==> config.mk <==
export PLATFORM = sky130hd
export DESIGN_NAME = bcast2
export DESIGN_NICKNAME = d
export VERILOG_FILES = /design/src/rtl/bcast2.sv
export SDC_FILE = /design/constraint.sdc
export NUM_CORES = 1
export LEC_CHECK = 0
export CORE_AREA = 2 2 39 41
export CTS_CLUSTER_SIZE = 12
export DETAILED_ROUTE_END_ITERATION = 7
export DIE_AREA = 0 0 41 43
export PLACE_DENSITY = 0.68
export SYNTH_ARGS = -nofsm -noshare
export SYNTH_HDL_FRONTEND = slang
export SYNTH_SLANG_ARGS = --single-unit
==> constraint.sdc <==
create_clock -name clk -period 1.26 [get_ports clk]
set_input_delay 0.189 -clock clk [delete_from_list [all_inputs] [get_ports clk]]
set_output_delay 0.189 -clock clk [all_outputs]
set_load 0.01 [all_outputs]
==> src/rtl/bcast2.sv <==
// bcast2: fans one valid/ready stream out to two branches so that every accepted word is delivered once per branch.
// Optional macro BCAST2_DECOUPLE_EN builds per-branch FIFOs of DEPTH entries with registered outputs.
module bcast2 #(
    parameter int DATA_W = 8,
    parameter int DEPTH  = 2
) (
    input  logic              clk,
    input  logic              rst,
    input  logic              i_din_valid,
    input  logic [DATA_W-1:0] i_din_data,
    output logic              o_din_ready,
    output logic              o_dout0_valid,
    output logic [DATA_W-1:0] o_dout0_data,
    input  logic              i_dout0_ready,
    output logic              o_dout1_valid,
    output logic [DATA_W-1:0] o_dout1_data,
    input  logic              i_dout1_ready
);

    if (DEPTH < 2) begin : g_depth_chk
        $error("bcast2: DEPTH must be at least 2");
    end

    logic w_din_hs;

`ifdef BCAST2_DECOUPLE_EN

    localparam int PTR_W = $clog2(DEPTH);
    localparam int CNT_W = $clog2(DEPTH + 1);

    logic [1:0]        w_out_ready;
    logic [1:0]        w_out_valid;
    logic [1:0]        w_full;
    logic [DATA_W-1:0] w_out_data [2];

    assign w_out_ready   = {i_dout1_ready, i_dout0_ready};
    // Ready depends only on registered occupancy, so no ready-to-ready path exists.
    assign o_din_ready   = ~(|w_full) & ~rst;
    assign w_din_hs      = i_din_valid & o_din_ready;
    assign o_dout0_valid = w_out_valid[0];
    assign o_dout0_data  = w_out_data[0];
    assign o_dout1_valid = w_out_valid[1];
    assign o_dout1_data  = w_out_data[1];

    for (genvar b = 0; b < 2; b++) begin : g_fifo
        logic [DATA_W-1:0] r_mem [DEPTH];
        logic [PTR_W-1:0]  r_wr_ptr;
        logic [PTR_W-1:0]  r_rd_ptr;
        logic [CNT_W-1:0]  r_count;
        logic              w_rd;

        assign w_full[b]      = (r_count == CNT_W'(DEPTH));
        assign w_out_valid[b] = (r_count != '0) & ~rst;
        assign w_out_data[b]  = r_mem[r_rd_ptr];
        assign w_rd           = w_out_valid[b] & w_out_ready[b];

        always_ff @(posedge clk) begin
            if (rst) begin
                r_wr_ptr <= '0;
                r_rd_ptr <= '0;
                r_count  <= '0;
            end else begin
                if (w_din_hs) begin
                    r_wr_ptr <= (r_wr_ptr == PTR_W'(DEPTH - 1)) ? '0 : r_wr_ptr + 1'b1;
                end
                if (w_rd) begin
                    r_rd_ptr <= (r_rd_ptr == PTR_W'(DEPTH - 1)) ? '0 : r_rd_ptr + 1'b1;
                end
                case ({w_din_hs, w_rd})
                    2'b10:   r_count <= r_count + 1'b1;
                    2'b01:   r_count <= r_count - 1'b1;
                    default: r_count <= r_count;
                endcase
            end
        end

        // Storage is data only and needs no reset; occupancy decides what is valid.
        always_ff @(posedge clk) begin
            if (w_din_hs) begin
                r_mem[r_wr_ptr] <= i_din_data;
            end
        end
    end

`else

    logic r_done0;
    logic r_done1;
    logic w_hs0;
    logic w_hs1;

    always_comb begin
        o_dout0_valid = i_din_valid & ~r_done0 & ~rst;
        o_dout1_valid = i_din_valid & ~r_done1 & ~rst;
        w_hs0         = o_dout0_valid & i_dout0_ready;
        w_hs1         = o_dout1_valid & i_dout1_ready;
        // Release the input in the cycle the last outstanding branch takes the word.
        o_din_ready   = (r_done0 | w_hs0) & (r_done1 | w_hs1) & ~rst;
        w_din_hs      = i_din_valid & o_din_ready;
    end

    assign o_dout0_data = i_din_data;
    assign o_dout1_data = i_din_data;

    always_ff @(posedge clk) begin
        if (rst || w_din_hs) begin
            r_done0 <= 1'b0;
            r_done1 <= 1'b0;
        end else begin
            r_done0 <= r_done0 | w_hs0;
            r_done1 <= r_done1 | w_hs1;
        end
    end

`endif

endmodule

==> impl_metrics.tcl <==
set metrics [dict create \
    status "complete, no violations" \
    met3_usage_pct 2.09 \
    fin_crit_ns 1.20 \
    cts_max_path_buffers 2 \
    top_usage_layer "met4" \
    grt_pass1_vias 169 \
    htree_levels 1 \
    layoutNonFillerInstCount 44 \
    row_count 14 \
    drc 0 \
    reg2reg_depth 3 \
    cts_tree "done" \
    start_util_pct 15.5 \
    synthDistinctLibCells 7 \
    met2_usage_pct 6.88 \
    syn_area_per_cell_um2 7.64 \
    p_comb_share_pct 22.3 \
    post_dp_cell_area_um2 229 \
    yosys-top-cells-area "buf_4, dfxtp_1, nor3_1" \
    tightest_slew_ns 0.243 \
    dr.first_iter.drc_count 0 \
    multi_input_area_um2 73.8 \
    switching_share_pct 23.0 \
    viasPerCell 3.48 \
    final_nets 43 \
    hold_class "input pin to flip-flop" \
    cts_made_buffers 3 \
    hpwl_um 308 \
    final_cell_area_um2 260 \
    grt_first_pass_wirelength_um 586 \
    dieArea_um2 1760 \
    async_flop_share_pct 0 \
    io_pins 32 \
    cts.reportedPaths.clkPinSlew_ns 0.03 \
    min_path_cells 3 \
    synth_top_flop_cell "dfxtp_1" \
    rsz0062_at_grt "false" \
    synthMostInstantiatedCell "buf_4" \
    ir_worst_vdd_v 0.000356 \
    required_ns 1.07 \
    finalSetupViolations 0 \
    synth-edff-count 0 \
    cp-end-kind "output pin" \
    seq_power_share_pct 25.7 \
    antenna_cells 0 \
    portBuffers 7 \
    grtUsageMet1_pct 4.47 \
    p_int_mw 0.209 \
    core_um2 1380 \
    die_h_um 43 \
    powerDensity_nw_per_um2 1040 \
    hold_viol 0 \
    maxCapViolations 0 \
    fillers 153 \
    slew_viol_final 0 \
    synth_seq_cells 2 \
    yosys.area.top_type "buf_4" \
    overflow 0 \
    grt_max_degree 5 \
    gp_congestion 0.727 \
    fp.dieW_um 41 \
    ys_top_cells_by_count "buf_4, nor3_1" \
    synthesis.nets 41 \
    synthCells 28 \
    fin_crit_sh_pct 95.2 \
    p_clk_share_pct 52.0 \
    slew_headroom_pct 83.8 \
    dp.cells 41 \
    vias 153 \
    first_pass_iters 1 \
    cts_setup_buffers 0 \
    antenna_found_initial 0 \
    syn_area_um2 214 \
    hold_slack_ns 0.307 \
    cts_root_buffer "clkbuf_4" \
    start_kind "input pin" \
    syn_to_final_growth_pct 21.6 \
    final_core_util_pct 18.8 \
    synth_seq_area_share_pct 18.7 \
    track_usage_pct 5.71 \
    seq_area_um2 40.0 \
    cp.arrival_ns 1.01 \
    clkSinkCount 2 \
    crit_fanout 3 \
    drive_gt1_share_pct 57.1 \
    clock_skew_ns 0.000212 \
    power.leakage_nw 0.135 \
    drt_wl_total_um 426 \
    power_switching_mw 0.0625 \
    max_freq_mhz 834 \
    synth_warnings 0 \
    wl_per_cell_um 9.68 \
    clock_latency_ns 0.22 \
    netlist.area_leader.share_pct 56.1 \
    ant_nets 0 \
    worstSetupPathType "input pin to output pin" \
]
==> layout make-up <==
cell class                      count  area share (%)
Clock buffer                        3            8.65
Multi-Input combinational cell     10            28.4
Sequential cell                     2            15.4
Tap cell                           16            7.69
Timing Repair Buffer               13            39.9
==> registers in the layout, summed over array words and instances, names as in the netlist <==
register  cells
r_done1       1
r_done0       1
==> stage by stage <==
| stage | power (mW) | TNS (ns) | setup slack, ns |
|---|---|---|---|
| 2_1_floorplan | 0.138 | 0 | 0.395 |
| 3_3_place_gp | 0.130 | -1.18 | -0.486 |
| 3_5_place_dp | 0.131 | -1.20 | -0.488 |
| 4_1_cts | 0.278 | -0.0236 | -0.0236 |
| 5_1_grt | 0.289 | 0 | 0.00731 |
| 6_report | 0.272 | 0 | 0.0606 |
==> worst max-delay path: stages <==
cell and delay (ns):
clkdlybuf4s50_1 0.45, nand2b_4 0.16, nor2_1 0.08, buf_2 0.13
==> kinds of logic after synthesis <==
family	after synthesis	synth area share (%)
AOI/OAI and AO/OA	4	11.7
buffers and inverters	16	56.1
DFF	2	18.7
and+or+nand+nor	6	13.5
==> metal layers <==
| layer | up-vias | wire length [um] |
|---|---|---|
| met5 | - | 0 |
| met3 | 0 | 45 |
| met4 | 0 | 0 |
| met1 | 71 | 100 |
| met2 | 7 | 280 |
| li1 | 75 | - |
==> cell usage in the layout, fill, tap and decap left out <==
cell type,count
buf_4,6
clkbuf_4,3
buf_2,3
nor2_1,2
a21oi_2,2
o21a_1,2
nor3_1,2
dlymetal6s2s_1,2
dfxtp_1,2
nand2b_4,1
nor3_2,1
dlygate4sd2_1,1
clkdlybuf4s50_1,1
==> worst paths after layout <==
check | endpoint | start | slack, ns
worst min register to register | r_done0 | r_done1 | 0.65
worst min-delay path | r_done1 | i_dout0_ready | 0.31
worst max register to register | r_done1 | r_done0 | 0.44
worst max-delay path | o_dout0_valid | rst | 0.06
==> timing repair <==
item / 4_1_cts / 5_1_grt
pin swaps: 0 / 1
hold endpoints to repair: 0 / 0
endpoints found under the setup margin: 3 / 2
hold buffers: 0 / 0
resized for setup: 13 / 6
==> power groups by stage <==
| stage | registers (mW) | logic, mW | clock network [mW] |
|---|---|---|---|
| floorplan | 0.0703 | 0.0677 | 0 |
| global placement | 0.0700 | 0.0604 | 0 |
| detailed placement | 0.0703 | 0.0604 | 0 |
| CTS | 0.0695 | 0.0545 | 0.154 |
| global route | 0.0704 | 0.0656 | 0.153 |
| finish | 0.0700 | 0.0605 | 0.141 |
Power figures use the tool's default switching activity.
